**config.mk**
```make
export PLATFORM = sky130hd
export DESIGN_NAME = multicycle_ctrl
export DESIGN_NICKNAME = d
export VERILOG_FILES = /design/src/rtl/multicycle_ctrl_pkg.sv /design/src/rtl/multicycle_ctrl_decode.sv /design/src/rtl/multicycle_ctrl.sv
export SDC_FILE = /design/constraint.sdc
export NUM_CORES = 1
export LEC_CHECK = 0
export BUFFER_PORTS_ARGS = -buffer_cell sky130_fd_sc_hd__buf_2
export CAP_MARGIN = 20
export CELL_PAD_IN_SITES_DETAIL_PLACEMENT = 0
export CELL_PAD_IN_SITES_GLOBAL_PLACEMENT = 1
export CORE_ASPECT_RATIO = 1.4
export CORE_MARGIN = 1
export CORE_UTILIZATION = 47
export DETAILED_ROUTE_END_ITERATION = 6
export PLACE_DENSITY_LB_ADDON = 0.1
export SLEW_MARGIN = 40
export SYNTH_ARGS = -nofsm -noshare
export SYNTH_HDL_FRONTEND = slang
export SYNTH_HIERARCHICAL = 1
export SYNTH_SLANG_ARGS = --single-unit
```
**constraint.sdc**
```tcl
create_clock -name clk -period 5.7 [get_ports clk]
set_input_delay 1.14 -clock clk [delete_from_list [all_inputs] [get_ports clk]]
set_output_delay 1.14 -clock clk [all_outputs]
set_load 0.01 [all_outputs]
```
**src/rtl/multicycle_ctrl_pkg.sv**
```systemverilog
// Shared constants for the multicycle controller: FSM states, instruction classes,
// ALU operation codes and RV32 opcode/funct7 values.
package multicycle_ctrl_pkg;

    typedef enum logic [2:0] {
        S_IF   = 3'b000,
        S_ID   = 3'b001,
        S_EX   = 3'b010,
        S_MEM  = 3'b011,
        S_WB   = 3'b100,
        S_TRAP = 3'b101
    } state_t;

    typedef enum logic [2:0] {
        C_NONE,
        C_LOAD,
        C_STORE,
        C_RTYPE,
        C_ITYPE,
        C_BEQ,
        C_BNE
    } iclass_t;

    localparam logic [3:0] ALU_AND = 4'b0000;
    localparam logic [3:0] ALU_OR  = 4'b0001;
    localparam logic [3:0] ALU_ADD = 4'b0010;
    localparam logic [3:0] ALU_SLT = 4'b0100;
    localparam logic [3:0] ALU_XOR = 4'b0101;
    localparam logic [3:0] ALU_SUB = 4'b0110;
    localparam logic [3:0] ALU_SRL = 4'b1000;
    localparam logic [3:0] ALU_SLL = 4'b1001;
    localparam logic [3:0] ALU_SRA = 4'b1010;

    localparam logic [6:0] OP_LOAD   = 7'b0000011;
    localparam logic [6:0] OP_STORE  = 7'b0100011;
    localparam logic [6:0] OP_RTYPE  = 7'b0110011;
    localparam logic [6:0] OP_ITYPE  = 7'b0010011;
    localparam logic [6:0] OP_BRANCH = 7'b1100011;

    localparam logic [6:0] F7_BASE = 7'b0000000;
    localparam logic [6:0] F7_ALT  = 7'b0100000;

endpackage

```
**src/rtl/multicycle_ctrl_decode.sv**
```systemverilog
// Combinational instruction decoder: classifies the IR, selects the ALU operation
// and flags anything outside the supported instruction subset as illegal.
module instr_decode
    import multicycle_ctrl_pkg::*;
#(
    parameter int EN_BRANCH = 1
) (
    input  logic [31:0] ir,
    output logic [3:0]  alu_ctrl,
    output iclass_t     cls,
    output logic        legal
);

    logic [6:0] opcode;
    logic [2:0] funct3;
    logic [6:0] funct7;

    assign opcode = ir[6:0];
    assign funct3 = ir[14:12];
    assign funct7 = ir[31:25];

    always_comb begin
        alu_ctrl = '0;
        cls      = C_NONE;
        legal    = 1'b0;
        case (opcode)
            OP_LOAD, OP_STORE: begin
                if (funct3 == 3'b010) begin
                    alu_ctrl = ALU_ADD;
                    cls      = (opcode == OP_LOAD) ? C_LOAD : C_STORE;
                    legal    = 1'b1;
                end
            end
            OP_RTYPE: begin
                case ({funct7, funct3})
                    {F7_BASE, 3'b000}: begin alu_ctrl = ALU_ADD; legal = 1'b1; end
                    {F7_ALT,  3'b000}: begin alu_ctrl = ALU_SUB; legal = 1'b1; end
                    {F7_BASE, 3'b111}: begin alu_ctrl = ALU_AND; legal = 1'b1; end
                    {F7_BASE, 3'b110}: begin alu_ctrl = ALU_OR;  legal = 1'b1; end
                    {F7_BASE, 3'b100}: begin alu_ctrl = ALU_XOR; legal = 1'b1; end
                    {F7_BASE, 3'b010}: begin alu_ctrl = ALU_SLT; legal = 1'b1; end
                    {F7_BASE, 3'b001}: begin alu_ctrl = ALU_SLL; legal = 1'b1; end
                    {F7_BASE, 3'b101}: begin alu_ctrl = ALU_SRL; legal = 1'b1; end
                    {F7_ALT,  3'b101}: begin alu_ctrl = ALU_SRA; legal = 1'b1; end
                    default: ;
                endcase
                if (legal) cls = C_RTYPE;
            end
            OP_ITYPE: begin
                case (funct3)
                    3'b000: begin alu_ctrl = ALU_ADD; legal = 1'b1; end
                    3'b111: begin alu_ctrl = ALU_AND; legal = 1'b1; end
                    3'b110: begin alu_ctrl = ALU_OR;  legal = 1'b1; end
                    3'b100: begin alu_ctrl = ALU_XOR; legal = 1'b1; end
                    3'b010: begin alu_ctrl = ALU_SLT; legal = 1'b1; end
                    3'b001: begin alu_ctrl = ALU_SLL; legal = 1'b1; end
                    3'b101: begin
                        // Shift-right immediates carry the arithmetic/logical select in funct7
                        if (funct7 == F7_BASE) begin
                            alu_ctrl = ALU_SRL;
                            legal    = 1'b1;
                        end else if (funct7 == F7_ALT) begin
                            alu_ctrl = ALU_SRA;
                            legal    = 1'b1;
                        end
                    end
                    default: ;
                endcase
                if (legal) cls = C_ITYPE;
            end
            OP_BRANCH: begin
                if (EN_BRANCH != 0 && (funct3 == 3'b000 || funct3 == 3'b001)) begin
                    alu_ctrl = ALU_SUB;
                    cls      = (funct3 == 3'b000) ? C_BEQ : C_BNE;
                    legal    = 1'b1;
                end
            end
            default: ;
        endcase
    end

endmodule

```
**src/rtl/multicycle_ctrl.sv**
```systemverilog
// Multicycle control FSM: fetch, decode, execute, optional memory wait with timeout,
// write-back, and a sticky trap state for illegal instructions or memory timeouts.
module multicycle_ctrl
    import multicycle_ctrl_pkg::*;
#(
    parameter int WAIT_W    = 4,
    parameter int EN_BRANCH = 1
) (
    input  logic        clk,
    input  logic        rst,
    input  logic [31:0] instr,
    input  logic        iReady,
    input  logic        dReady,
    input  logic        zero,
    output logic        iReq,
    output logic        MemRead,
    output logic        MemWrite,
    output logic        RegWrite,
    output logic        ALUSrc,
    output logic        MemtoReg,
    output logic        loadPC,
    output logic        PCSrc,
    output logic [3:0]  ALUCtrl,
    output logic [2:0]  current_state,
    output logic        illegal,
    output logic        timeout
);

    // Counter value whose increment would reach the all-ones timeout limit
    localparam logic [WAIT_W-1:0] WAIT_LAST = WAIT_W'((1 << WAIT_W) - 2);

    state_t            state;
    logic [31:0]       ir;
    logic              zero_q;
    logic [WAIT_W-1:0] wait_cnt;

    logic [3:0] dec_alu;
    iclass_t    dec_cls;
    logic       dec_legal;
    logic       is_mem;
    logic       in_exec;

    instr_decode #(.EN_BRANCH(EN_BRANCH)) u_decode (
        .ir      (ir),
        .alu_ctrl(dec_alu),
        .cls     (dec_cls),
        .legal   (dec_legal)
    );

    assign is_mem = (dec_cls == C_LOAD) || (dec_cls == C_STORE);

    always_ff @(posedge clk or negedge rst) begin
        if (!rst) begin
            state    <= S_IF;
            ir       <= '0;
            zero_q   <= 1'b0;
            wait_cnt <= '0;
            illegal  <= 1'b0;
            timeout  <= 1'b0;
        end else begin
            case (state)
                S_IF: begin
                    if (iReady) begin
                        ir    <= instr;
                        state <= S_ID;
                    end
                end
                S_ID: begin
                    if (dec_legal) begin
                        state <= S_EX;
                    end else begin
                        illegal <= 1'b1;
                        state   <= S_TRAP;
                    end
                end
                S_EX: begin
                    zero_q   <= zero;
                    wait_cnt <= '0;
                    state    <= is_mem ? S_MEM : S_WB;
                end
                S_MEM: begin
                    // Completion wins over timeout when both land on the same cycle
                    if (dReady) begin
                        state <= S_WB;
                    end else begin
                        wait_cnt <= wait_cnt + 1'b1;
                        if (wait_cnt == WAIT_LAST) begin
                            timeout <= 1'b1;
                            state   <= S_TRAP;
                        end
                    end
                end
                S_WB:    state <= S_IF;
                S_TRAP:  state <= S_TRAP;
                default: state <= S_TRAP;
            endcase
        end
    end

    assign current_state = state;

    always_comb begin
        in_exec  = dec_legal && (state == S_ID || state == S_EX || state == S_MEM || state == S_WB);
        iReq     = (state == S_IF);
        ALUCtrl  = in_exec ? dec_alu : '0;
        ALUSrc   = in_exec && (is_mem || dec_cls == C_ITYPE);
        MemtoReg = in_exec && (dec_cls == C_LOAD);
        MemRead  = (state == S_MEM) && (dec_cls == C_LOAD);
        MemWrite = (state == S_MEM) && (dec_cls == C_STORE);
        RegWrite = (state == S_WB) &&
                   (dec_cls == C_LOAD || dec_cls == C_RTYPE || dec_cls == C_ITYPE);
        loadPC   = (state == S_WB);
        PCSrc    = (state == S_WB) &&
                   ((dec_cls == C_BEQ && zero_q) || (dec_cls == C_BNE && !zero_q));
    end

endmodule

```
==> results.cfg, run 1 <==
[timing]
fin_crit_sh_pct = 68.89
rsz0062_at_grt = false
max_freq_ghz = 0.2547
finalHoldViolations = 0
tns_ps = 0
finalSetupViolCount = 0
final-max-slew-violation-count = 0
clock_skew_ps = 5.775
timing.final.crit_period_ps = 3927
whs_ps = 472.0
maxSlewHeadroom_pct = 51.18
worst_pin_slew_ps = 725.8
fin_ws_ps = 1773

[power_and_ir_drop]
switching_share_pct = 21.81
irDropWorstVdd_mv = 0.09281
pwr-share-comb_pct = 3.7
clockPowerShare_pct = 35.5
power_uw = 316.2
net-switching-power_uw = 68.97
p_seq_share_pct = 60.7
power_density_nw_per_um2 = 160.3
intPower_uw = 247.2
p_leak_nw = 0.9355

[critical_path]
endpoint_kind = output pin
worstPathCellList = nand4bb_4, nor3b_1, nand4_1, a21boi_0, xor2_1, nand2b_1, a21oi_1, buf_2
crit_type = flop to output pin
slowest_delay_ps = 610
slowest_stage = a21boi_0
arrival_ps = 2790
required_ps = 4560
cp_top_family = simple AND/OR/NAND/NOR gates
cp_max_fo = 6
crit_path_start_kind = flop
cp_num_buf_inv = 1

[logic_synthesis]
syn_inst = 166
syn_area_sq_um = 1784
syn_area_per_cell_sq_um = 10.75
yosysWarnings = 6
synth.net_count = 205

[drt]
routedWlPerCell_um = 14.72
via_per_inst = 5.628
wl_met2_um = 1855
top_layer_used = met4
wl_um = 3519
vias = 1345
drtIter0Drc = 17
antenna_left = 0
wl_met1_um = 1510
drc = 0
wl_met3_um = 93
firstDrtPassIters = 4

[die]
die_h_um = 74.90
ios = 54
start_util_pct = 48.97
core_area_sq_um = 3643
row_count = 26
dieWidth_um = 54.07
die-area_sq_um = 4050

[grt]
grt_pass1_wl_um = 5692
grt_remaining_overflow = 0
grt_max_degree = 28
globalRouteTotalUtil_pct = 19.32
grt_pass1_vias = 1270
antenna_found_initial = 0

[clocking]
path_clk_slew_ps = 100
clkSinkCount = 27
post_cts_buffers = 0
clk_root_buffer_cell = clkbuf_8
clock_latency_ps = 280
numCtsBuffers = 3
cts_tree = yes
cts_buffer_depth = 2
cts_max_level = 1
ctsResizeCount = 0
ctsHoldBuffers = 0

[place]
place_ws_ps = 2117
port_buffers = 38
dpl_cell_area_sq_um = 1923
placedCellCount = 235
hpwl_um = 2687
gp_congestion = 0.8319

[final_layout]
nets = 237
design_area_sq_um = 1972
post-route-util_pct = 54.12
finalNonFillerCells = 239
n_antenna_cell = 0
layout-drive-gt1-share_pct = 34.52
area_delta_synth_final_pct = 10.52

[run_status]
outcome = finished, final reports clean

[min_path]
hold_path.class = flop to flop

[job]
drv_cap = 0
## per-layer routing
layer | vias to the layer above | track usage (%)
met5 | - | 0
li1 | 670 | -
met3 | 7 | 2.222
met2 | 26 | 34.16
met4 | 0 | 7.977
met1 | 642 | 23.16
## flip-flops by register name, summed over array words and instances (netlist names)
| name | cells |
|---|---|
| ir | 17 |
| wait_cnt | 4 |
| current_state | 3 |
| illegal | 1 |
| timeout | 1 |
| zero_q | 1 |
## placed cells by master (no fill, tap or decap), types with 2 or more instances in the layout
cell and instances:
o22ai_1 2, nor4b_1 2, nor2b_1 5, mux2_4 16, nand4_1 2, nand2_1 8
dfrtp_1 27, nand3_1 5, and2_1 4, nor3b_1 6, nand2b_1 5, and3_1 4
nor2_1 8, buf_2 38, clkbuf_8 3, ha_1 2, or3_1 2, mux2_2 2
mux2i_1 2, a21oi_1 2, or3b_1 2, o21ai_0 13, xor2_1 2, nand3b_1 4
a21boi_0 2, nor3_1 5
## power groups by stage
stage	combinational [mW]	sequential, mW	clock, mW
3_3_place_gp	0.0117	0.196	0
6_report	0.0118	0.192	0.112
5_1_grt	0.0135	0.192	0.125
4_1_cts	0.0123	0.192	0.117
2_1_floorplan	0.000949	0.196	0
3_5_place_dp	0.0124	0.196	0
## area by class of cell
type	instances	area [sq um]
clock buffers	3	41.29
clock inverters	1	7.507
fillers	335	1672
inverters	2	7.507
multi-input cells	126	997.2
flip-flops and latches	27	675.6
well taps	42	52.55
repair buffers	38	190.2
## worst register-to-register path: cells and delay by family (launching register included)
family | cells | cell delay [ps]
AO/OA/AOI/OAI | 1 | 610
AND/OR/NAND/NOR | 5 | 1380
flip-flops | 1 | 390
XOR/XNOR | 1 | 220
## path summary, 6_finish.rpt
check | start | end | slack [ps] | cells past startpoint
setup reg to reg | ir[2]$_DFFE_PN0P_ | current_state[1]$_DFFE_PN0P_ | 2980 | 7
setup / recovery | ir[2]$_DFFE_PN0P_ | ALUSrc | 1770 | 8
hold reg to reg | illegal$_DFFE_PN0P_ | illegal$_DFFE_PN0P_ | 470 | 1
hold / removal | illegal$_DFFE_PN0P_ | illegal$_DFFE_PN0P_ | 470 | 1
max in group asynchronous | rst | ir[14]$_DFFE_PN0P_ | 4440 | 1
min in group asynchronous | rst | current_state[0]$_DFFE_PN0P_ | 860 | 1
No activity file was read; power rests on OpenSTA's default activity.
==> run 2: changes to the inputs <==
CORE_UTILIZATION = 43   (was 47)
clock period = 3.86 ns   (was 5.7 ns; I/O delays follow)
==> results.cfg, run 2 (synthesis gave the netlist of run 1 again) <==
[critical_path]
required_ps = 3090
endpoint_kind = output pin
cp_max_fo = 6
crit_path_end = ALUSrc
crit_path_start_kind = flop
crit_type = flop to output pin
reg2reg_depth = 7
reg2reg_from = ir[2]$_DFFE_PN0P_
r2r_slack_ps = 1170
regToRegEndpoint = current_state[1]$_DFFE_PN0P_
arrival_ps = 2750
critPathLaunch = ir[2]$_DFFE_PN0P_

[timing]
finalHoldViolations = 0
final-max-slew-violation-count = 0
max_freq_ghz = 0.2837
fin_crit_sh_pct = 91.33
rsz0062_at_grt = false
finalSetupViolCount = 0
tns_ps = 0
timing.final.crit_period_ps = 3525
maxSlewHeadroom_pct = 54.11
worst_pin_slew_ps = 682.2
clock_skew_ps = 2.797

[final_layout]
layout-drive-gt1-share_pct = 34.52
largest_reg_flops = 17
multi_input_area_sq_um = 997.2
top_register = ir
mostFrequentLayoutCells = buf_2 (38), dfrtp_1 (27), mux2_4 (16)
design_area_sq_um = 1973
n_antenna_cell = 0
num-fill-cells = 380
finalNonFillerCells = 240
area_delta_synth_final_pct = 10.59
nets = 237
mostFrequentLayoutCell = buf_2
seqCellArea_sq_um = 675.6

[grt]
globalRouteTotalUtil_pct = 16.83
antenna_found_initial = 0
grt_remaining_overflow = 0
grt_pass1_vias = 1273
grt_pass1_wl_um = 5878
grt_max_degree = 28

[place]
gp_congestion = 0.7896
dpl_cell_area_sq_um = 1924
port_buffers = 38
placedCellCount = 236
hpwl_um = 2653

[power_and_ir_drop]
irDropWorstVdd_mv = 0.1627
p_leak_nw = 0.9350
power_uw = 469.8
power_density_nw_per_um2 = 238.1

[die]
dieWidth_um = 56.44
row_count = 27
die_h_um = 78.22
start_util_pct = 45.14
ios = 54
core_area_sq_um = 3953
die-area_sq_um = 4414

[clocking]
numCtsBuffers = 3
clkSinkCount = 27
clk_root_buffer_cell = clkbuf_8
cts_buffer_depth = 2
post_cts_buffers = 0
ctsResizeCount = 0
clock_latency_ps = 280
cts_tree = yes
cts_max_level = 1
path_clk_slew_ps = 100
ctsHoldBuffers = 0

[drt]
antenna_left = 0
vias = 1373
wl_um = 3604
drc = 0
drtIter0Drc = 54
routedWlPerCell_um = 15.02
firstDrtPassIters = 4
via_per_inst = 5.721

[min_path]
hold_path.class = flop to flop

[job]
drv_cap = 0

[run_status]
outcome = finished, final reports clean
## run 2: cell counts in the layout (fill, tap and decap cells not counted)
Identical to the previous run, type by type.
## run 2: power breakdown
group          switching (mW)  internal, mW  total, mW  leakage (nW)
sequential           0.000290         0.283      0.283         0.354
combinational         0.00887       0.00851     0.0174         0.559
clock                  0.0955        0.0735      0.169        0.0217
total                   0.105         0.365      0.470         0.935
## run 2: worst min path at each step
stage / cells past startpoint / startpoint / to / slack (ps)
after global routing: 1 / illegal$_DFFE_PN0P_ / illegal$_DFFE_PN0P_ / 480
final: 1 / illegal$_DFFE_PN0P_ / illegal$_DFFE_PN0P_ / 480
after global placement: 1 / illegal$_DFFE_PN0P_ / illegal$_DFFE_PN0P_ / 450
after floorplan: 1 / wait_cnt[3]$_DFFE_PN0P_ / wait_cnt[3]$_DFFE_PN0P_ / 470
after detailed placement: 1 / illegal$_DFFE_PN0P_ / illegal$_DFFE_PN0P_ / 450
after CTS: 1 / illegal$_DFFE_PN0P_ / illegal$_DFFE_PN0P_ / 480
## run 2: per-stage QoR
stage                     setup slack, ps  hold WS (ps)  util (%)
final                               334.5         478.4     49.92
after global placement              686.9         451.8     48.69
after floorplan                      1054         468.5         -
after detailed placement            693.8         454.9     48.69
after global routing                11.57         482.0     49.92
after CTS                           345.2         477.7     49.92
## run 2: layer usage
metal / up-vias / routed length, um / part of all wire [%] / track usage, %
met5: - / 0 / 0 / 0
met4: 0 / 76 / 2.1 / 6.585
met3: 8 / 137 / 3.8 / 2.306
met2: 36 / 1810 / 50 / 28.94
met1: 655 / 1579 / 44 / 21.05
li1: 674 / - / - / -
## run 2: cell type report
class | count | share of cell area (%)
Timing Repair Buffer | 38 | 9.639
Multi-Input combinational cell | 126 | 50.54
Clock inverter | 1 | 0.3805
Inverter | 2 | 0.3805
Clock buffer | 3 | 2.093
Tap cell | 43 | 2.727
Sequential cell | 27 | 34.24
## run 2: critical path, cell delays in order, from the launching register on
cell	delay, ps
dfrtp_1	400
nand4bb_4	260
nor3b_1	400
nand4_1	170
a21boi_0	590
xor2_1	300
nand2b_1	90
a21oi_1	120
buf_2	150
==> run 3: changes to the inputs <==
RECOVER_POWER = 100   (was default)
==> results.cfg, run 3 (synthesis gave the netlist of run 1 again) <==
[run_status]
outcome = finished, final reports clean

[drt]
via_per_inst = 5.767
firstDrtPassIters = 4
antenna_left = 0
vias = 1384
routedWlPerCell_um = 14.96
drc = 0
drtIter0Drc = 77
wl_um = 3590

[die]
dieWidth_um = 56.44
row_count = 27
ios = 54
die-area_sq_um = 4414
die_h_um = 78.22
start_util_pct = 45.14
core_area_sq_um = 3953

[power_and_ir_drop]
net-switching-power_uw = 102.0
p_leak_nw = 0.8767
irDropWorstVdd_mv = 0.1627
p_seq_share_pct = 60.7
power_density_nw_per_um2 = 246.0
pwr-share-comb_pct = 3.5
switching_share_pct = 21.86
intPower_uw = 364.7
power_uw = 466.7
clockPowerShare_pct = 35.8

[place]
port_buffers = 38
gp_congestion = 0.7896
hpwl_um = 2653

[timing]
timing.final.crit_period_ps = 3509
final-max-slew-violation-count = 0
finalHoldViolations = 0
clock_skew_ps = 5.179
worst_pin_slew_ps = 1432
tns_ps = 0
whs_ps = 482.2
maxSlewHeadroom_pct = 4.544
finalSetupViolCount = 0
rsz0062_at_grt = false
max_freq_ghz = 0.2850
fin_crit_sh_pct = 90.89

[job]
drv_cap = 0

[min_path]
hold_path.class = flop to flop
hold_path_startpoint = illegal$_DFFE_PN0P_

[final_layout]
n_antenna_cell = 0
seqCellArea_sq_um = 675.6
top_register = ir
layout-drive-gt1-share_pct = 19.80
num-fill-cells = 400
mostFrequentLayoutCell = dfrtp_1
multi_input_area_sq_um = 937.1
nets = 237
largest_reg_flops = 17
area_delta_synth_final_pct = 6.311
mostFrequentLayoutCells = dfrtp_1 (27), buf_2 (25), mux2_1 (13), clkbuf_1 (13), o21ai_0 (12)

[clocking]
path_clk_slew_ps = 90
clock_latency_ps = 280
cts_buffer_depth = 2
post_cts_buffers = 0
cts_tree = yes
clk_root_buffer_cell = clkbuf_8
ctsHoldBuffers = 0
numCtsBuffers = 3
clkSinkCount = 27
cts_max_level = 1
ctsResizeCount = 0

[critical_path]
required_ps = 3090
cp_num_buf_inv = 1
slowest_delay_ps = 570
crit_type = flop to output pin
arrival_ps = 2740
critPathLaunch = ir[2]$_DFFE_PN0P_
endpoint_kind = output pin
worstPathCellList = nand4bb_4, nor3b_1, nand4_1, a21boi_0, xor2_1, nand2b_1, a21oi_1, buf_2
cp_top_family = simple AND/OR/NAND/NOR gates
cp_max_fo = 6
reg2reg_from = ir[2]$_DFFE_PN0P_
slowest_stage = a21boi_0
crit_path_start_kind = flop

[grt]
antenna_found_initial = 0
grt_max_degree = 28
grt_remaining_overflow = 0
grt_pass1_vias = 1273
globalRouteTotalUtil_pct = 16.83
grt_pass1_wl_um = 5878
-- run 3: cell count changes in the layout (fill, tap and decap cells not counted), sizes merged --
cell	before	now
clkinv	0	1
inv	2	1
buf	38	25
clkbuf	3	16
-- run 3: layout make-up --
type	count	area share, %
clock buffer	3	2.177
clock inverter	1	0.3958
inverter	2	0.3958
multi-input combinational	126	49.41
sequential	27	35.62
tap	43	2.836
timing repair buffer	38	9.169
-- run 3: path summary, 6_finish.rpt --
kind	endpoint	slack, ps	cells past startpoint
worst max-delay path	ALUSrc	350	8
min in group asynchronous	current_state[0]$_DFFE_PN0P_	800	1
worst min-delay path	illegal$_DFFE_PN0P_	480	1
max in group asynchronous	ir[27]$_DFFE_PN0P_	2220	1
worst max register to register	current_state[1]$_DFFE_PN0P_	1190	7
worst min register to register	illegal$_DFFE_PN0P_	480	1
-- run 3: per-layer routing --
metal  part of all wire [%]  vias to the layer above  wire length [um]  track usage, %
met2                     50                       36              1799           28.94
met3                    3.3                        8               120           2.306
li1                       -                      673                 -               -
met1                     44                      667              1593           21.05
met5                      0                        -                 0               0
met4                    2.1                        0                76           6.585
-- run 3: per-stage QoR --
stage | instance area, sq um | utilization, % | std cells | setup slack, ps
floorplan | 1784 | - | 166 | 1054
global placement | 1924 | 48.69 | 236 | 686.9
finish | 1897 | 47.99 | 240 | 351.5
global route | 1897 | 47.99 | 240 | 15.97
detailed placement | 1924 | 48.69 | 236 | 693.8
CTS | 1973 | 49.92 | 240 | 345.2
-- run 3: power groups by stage --
stage	combinational, mW	clock, mW	sequential, mW
2_1_floorplan	0.00140	0	0.289
3_3_place_gp	0.0172	0	0.289
3_5_place_dp	0.0179	0	0.289
4_1_cts	0.0179	0.175	0.283
5_1_grt	0.0191	0.184	0.284
6_report	0.0164	0.167	0.283
